$ cat src/rtl/vc_arb_demux.sv
// vc_arb_demux
//
// Purpose:
//   Takes words popped from two virtual channels (VC0, VC1). Each channel
//   has its own 4-entry holding queue (HQ0, HQ1). The heads of the two
//   queues compete for a single grant per cycle. The granted word is
//   steered to destination D0 or D1 by bit DEST_BIT of the word. It is
//   presented one cycle later as a registered push strobe plus data.
//
// Ports:
//   clk           - sole clock, rising edge
//   reset         - synchronous, active-high reset
//   valid_vc0/1   - a word is present on data_vc0/1 this cycle
//   data_vc0/1    - words popped from VC0 / VC1
//   d0_full/d1_full - destination FIFO cannot accept a push this cycle
//   push_d0/d1    - registered destination push strobes
//   data_d0/d1    - registered destination data (held while push is low)
//   pause_hold    - throttle to the upstream pop stage (either queue >= 2)
//   overflow_err  - sticky flag: a word arrived at a full queue and was dropped
//
// Configuration macro:
//   VC_RR_ARB_EN - when defined, round-robin arbitration between the
//                  two queue heads using a 1-bit last-grant register.
//                  When undefined, VC0 has strict priority.

module vc_arb_demux #(
  parameter int BW       = 6,
  parameter int DEST_BIT = 4
) (
  input  logic          clk,
  input  logic          reset,
  input  logic          valid_vc0,
  input  logic          valid_vc1,
  input  logic [BW-1:0] data_vc0,
  input  logic [BW-1:0] data_vc1,
  input  logic          d0_full,
  input  logic          d1_full,
  output logic          push_d0,
  output logic          push_d1,
  output logic [BW-1:0] data_d0,
  output logic [BW-1:0] data_d1,
  output logic          pause_hold,
  output logic          overflow_err
);

  // Per-queue storage and bookkeeping, indexed by VC number.
  logic [BW-1:0] mem    [2][4];
  logic [2:0]    count  [2];
  logic [1:0]    rd_ptr [2];
  logic [1:0]    wr_ptr [2];

  logic [1:0]    valid_in;
  logic [BW-1:0] data_in [2];
  logic [BW-1:0] head    [2];
  logic [1:0]    to_d1;
  logic [1:0]    eligible;
  logic [1:0]    write_en;
  logic [1:0]    drop;
  logic [1:0]    grant;

  logic [BW-1:0] grant_word;
  logic          grant_to_d1;

  assign valid_in   = {valid_vc1, valid_vc0};
  assign data_in[0] = data_vc0;
  assign data_in[1] = data_vc1;

  // Head inspection and write/drop decisions.
  // A head is eligible only when its selected destination is not full.
  // A word arriving at a full queue is dropped, even if that queue pops
  // in the same cycle.
  always_comb begin
    for (int vc = 0; vc < 2; vc++) begin
      head[vc]     = mem[vc][rd_ptr[vc]];
      to_d1[vc]    = head[vc][DEST_BIT];
      eligible[vc] = (count[vc] != 3'd0) && !(to_d1[vc] ? d1_full : d0_full);
      write_en[vc] = valid_in[vc] && (count[vc] < 3'd4);
      drop[vc]     = valid_in[vc] && (count[vc] == 3'd4);
    end
  end

`ifdef VC_RR_ARB_EN
  // last_grant records the VC granted most recently (1 = VC1).
  // It resets to 1 so that VC0 wins the first contested cycle.
  logic last_grant;

  always_comb begin
    grant = eligible;
    if (&eligible) begin
      grant = last_grant ? 2'b01 : 2'b10;
    end
  end

  always_ff @(posedge clk) begin
    if (reset) begin
      last_grant <= 1'b1;
    end else if (|grant) begin
      last_grant <= grant[1];
    end
  end
`else
  // Strict priority: VC0 wins whenever both heads are eligible.
  always_comb begin
    grant = eligible;
    if (&eligible) begin
      grant = 2'b01;
    end
  end
`endif

  assign grant_word  = grant[1] ? head[1]  : head[0];
  assign grant_to_d1 = grant[1] ? to_d1[1] : to_d1[0];

  // Queue storage carries no reset. Stale entries are unreachable once
  // the pointers and counts are cleared.
  always_ff @(posedge clk) begin
    if (!reset) begin
      for (int vc = 0; vc < 2; vc++) begin
        if (write_en[vc]) begin
          mem[vc][wr_ptr[vc]] <= data_in[vc];
        end
      end
    end
  end

  // Pointer and count update.
  // A write and a pop of the same queue in the same cycle leave the count
  // unchanged. The pop always takes the old head.
  always_ff @(posedge clk) begin
    if (reset) begin
      for (int vc = 0; vc < 2; vc++) begin
        count[vc]  <= 3'd0;
        rd_ptr[vc] <= 2'd0;
        wr_ptr[vc] <= 2'd0;
      end
    end else begin
      for (int vc = 0; vc < 2; vc++) begin
        if (write_en[vc]) begin
          wr_ptr[vc] <= wr_ptr[vc] + 2'd1;
        end
        if (grant[vc]) begin
          rd_ptr[vc] <= rd_ptr[vc] + 2'd1;
        end
        count[vc] <= count[vc] + {2'b00, write_en[vc]} - {2'b00, grant[vc]};
      end
    end
  end

  // Registered destination side.
  // Data registers only load on a push, so they hold their last value
  // between pushes.
  always_ff @(posedge clk) begin
    if (reset) begin
      push_d0      <= 1'b0;
      push_d1      <= 1'b0;
      data_d0      <= '0;
      data_d1      <= '0;
      overflow_err <= 1'b0;
    end else begin
      push_d0 <= (|grant) && !grant_to_d1;
      push_d1 <= (|grant) && grant_to_d1;
      if ((|grant) && !grant_to_d1) begin
        data_d0 <= grant_word;
      end
      if ((|grant) && grant_to_d1) begin
        data_d1 <= grant_word;
      end
      if (|drop) begin
        overflow_err <= 1'b1;
      end
    end
  end

  // Throttle upstream at two entries.
  // This leaves room for words already in flight through a one-cycle
  // pop-to-valid pipeline.
  assign pause_hold = (count[0] >= 3'd2) || (count[1] >= 3'd2);

endmodule
$ cat config.mk
export PLATFORM = sky130hd
export DESIGN_NAME = vc_arb_demux
export DESIGN_NICKNAME = d
export VERILOG_FILES = /design/src/rtl/vc_arb_demux.sv
export SDC_FILE = /design/constraint.sdc
export NUM_CORES = 1
export LEC_CHECK = 0
export CORE_MARGIN = 4
export CORE_UTILIZATION = 30
export DETAILED_ROUTE_END_ITERATION = 7
export HOLD_SLACK_MARGIN = 0.05
export SKIP_CTS_REPAIR_TIMING = 1
export SKIP_LAST_GASP = 1
export SYNTH_ARGS = -nofsm -noshare
export SYNTH_HDL_FRONTEND = slang
export SYNTH_SLANG_ARGS = --single-unit
$ cat constraint.sdc
create_clock -name clk -period 4 [get_ports clk]
set_clock_uncertainty 0.1 [all_clocks]
set_input_delay 0.6 -clock clk [delete_from_list [all_inputs] [get_ports clk]]
set_output_delay 0.6 -clock clk [all_outputs]
set_load 0.05 [all_outputs]
==> impl_results.md <==
- Post-synthesis cell count: 229
- Congestion Overflow GR: 0
- Top_reg_cell synth: edfxtp_1
- Synth cell count leaders: edfxtp_1, nor2_1, dfxtp_1, inv_1, ha_1
- Clock buffer depth: 2
- Total wire length: 5882 um
- Status: finished clean
- H-tree level count: 3
- Fin. Hold Viols: 0
- Row Count: 38
- Synth area leader: edfxtp_1
- Fin crit period: 3330 ps
- Avg Cell Area, Syn: 14.63 um2
- GRT Total Usage: 9.672%
- Critical Path RT: 4140 ps
- Via/cell ratio: 4.534
- FF/Latch Area: 0.002102 mm2
- Clock root cell: clkbuf_8
- Initial Util: 30.77%
- Top post-synthesis cells by area: edfxtp_1, dfxtp_1, ha_1
- Slowest stage delay, CP: 650 ps
- Highest-delay cell along the critical path: edfxtp_1
- Post-DR wirelength/cell: 14.35 um
- Clk_lat worst skew: 350 ps
- Peak VDD IR: 0.3382 mV
- Syn. warnings: 0
- Initial antenna violation count: 0
- CTS tree: built
- Crit path DAT: 3470 ps
- Final HPWL DP: 4393 um
- Hold Crit Class: reg -> reg
- Critical-path maximum fanout: 8
- CTS Sinks: 77
- Number of synthesized flops with an enable pin: 56
- Fin crit share: 83.26%
- # DRC: 0
- Top-count cell post-synth: edfxtp_1
- Register area share after synthesis: 62.73%
- Endpoints failing setup: 0
- Share of cells above drive strength 1: 10.37%
- Cts bufs inserted: 9
- Register bit total from synthesis: 77
- Worst-Margin Slew: 777.4 ps
- Fin Hold WS: 375.7 ps
- Port Buffers: 33
- Area growth syn-to-layout: 19.57%
- Power per cell area: 672.6 mW/mm2
- Area taken by multi-input logic gates: 0.001122 mm2
- CORE AREA: 0.01089 mm2
- Die width: 113.7 um
- Via count: 1,859
- Initial DRC Count: 80
- Synthesized area: 0.003351 mm2
- Peak Freq: 0.3003 GHz
- Top-area cell type share of the netlist area: 50.19%
- Drt first pass iters: 4
- Asr flop ratio synth: 0%
- Die Span Y: 113.7 um
- Post-route ant nets: 0
- Leak: 1.410 nW
- I/O pins: 34
- Fill cells: 1,038
- Clock-pin slew on the worst setup and hold paths: 90 ps
- Die ar.: 0.01292 mm2
- Diodes inserted: 0
- Worst rel slew slack: 48.18%
- RSZ-0062 raised after global routing: no
- Hold Path Depth: 1
- Setup CP Type: reg -> reg
- Placer Congestion: 0.7810
- Nets: 301
- First-pass GRT wire length: 9321 um
- Largest net degree at the start of global routing: 19
- Sum of negative setup slack: 0 ps
- Worst-path cell chain: mux4_2, or3_1, o32ai_4, ha_1, inv_1, ha_1, inv_1, fa_1, xnor2_1, nor2_1
- CP Capture Type: flop
- Number of global-route vias before repair: 1,873
- Slew Limit Fails: 0
- Startpoint Class: flop
- Total of max-cap violations: 0
- Worst reg2reg path depth: 10
- Syn_nets: 265
- Netlist cell types: 37
sequential cells by signal (all words and copies together), names as in the netlist:
signal,cells
mem,48
count,6
data_d0,6
data_d1,6
rd_ptr,4
wr_ptr,4
overflow_err,1
push_d0,1
push_d1,1
report_power, final:
group	switching, mW	internal (mW)
clock network	0.295	0.294
logic	0.585	0.420
registers	0.106	0.995
total	0.986	1.71
final cells by class:
cell class                 count  area share [%]
sequential                    77           52.47
multi-input combinational    125           28.01
timing repair buffer          35           8.620
tap                          140           4.372
clock buffer                  10           3.186
clock inverter                 6           1.749
inverter                      17           1.593
cells in the final DEF (no fill, tap or decap), drive strengths merged, types with 2 or more instances in the layout:
cell type      synthesis  final
nand2                  5      5
mux2i                  5      5
mux4                  12     12
or3                    3      3
buf                    2      2
edfxtp                56     56
or2                    2      2
a21oi                  6      6
inv                   17     19
and2                  10     10
nor2                  25     25
fa                     2      2
o32ai                  2      2
ha                    16     16
clkbuf                 8     10
dfxtp                 21     21
o211ai                 2      2
clkdlybuf4s50          0     33
nor3                   2      2
clkinv                 0      3
nor2b                  4      4
nand2b                 2      2
xnor2                  3      3
o21a                   2      2
a211oi                11     11
cells by family (layout without fill, tap and decap cells):
logic type | count (synthesis) | in the layout | synth area share (%)
AO/OA/AOI/OAI | 30 | 30 | 7.020
XOR/XNOR | 4 | 4 | 1.046
adder cells (fa/ha/maj) | 18 | 18 | 7.170
buffers and inverters | 27 | 68 | 3.771
flip-flops | 77 | 77 | 62.73
multiplexers | 17 | 17 | 10.12
AND/OR/NAND/NOR | 56 | 56 | 8.140
per-stage QoR:
step                utilization, %  cells  setup WS [ps]  total power, mW  cell area (um2)
finish                       36.80    410          669.6            2.695             4006
global route                 36.80    410          446.7            2.875             4006
CTS                          36.80    410          636.4            2.728             4006
detailed placement           34.98    394          652.3            2.138             3809
global placement             34.98    394          728.5            2.118             3809
floorplan                        -    229           1048            1.871             3351
worst paths after layout:
check                                                start                       to  slack, ps
worst max-delay path            rd_ptr[0][2]$_SDFFCE_PN0P_   count[0][5]$_SDFF_PP0_        670
worst min-delay path               data_d0[4]$_SDFFE_PP0P_  data_d0[4]$_SDFFE_PP0P_        380
worst max register to register  rd_ptr[0][2]$_SDFFCE_PN0P_   count[0][5]$_SDFF_PP0_        670
worst min register to register     data_d0[4]$_SDFFE_PP0P_  data_d0[4]$_SDFFE_PP0P_        380
worst max-delay path, delay by kind of cell, from the launching register on:
kind / cells / cell delay, ps
and+or+nand+nor: 2 / 460
adders and majority gates: 3 / 830
buffers and inverters: 2 / 110
muxes: 1 / 640
DFF: 1 / 650
AOI/OAI and AO/OA: 1 / 260
xor gates and xnor gates: 1 / 160
metal layers:
layer	GRT usage (%)	part of all wire, %	up-vias
li1	-	-	915
met5	0	0	-
met4	4.808	2.1	0
met1	11.70	44	883
met2	15.74	48	50
met3	2.865	5.1	11
Note: power is estimated with default switching activity, not from simulation.
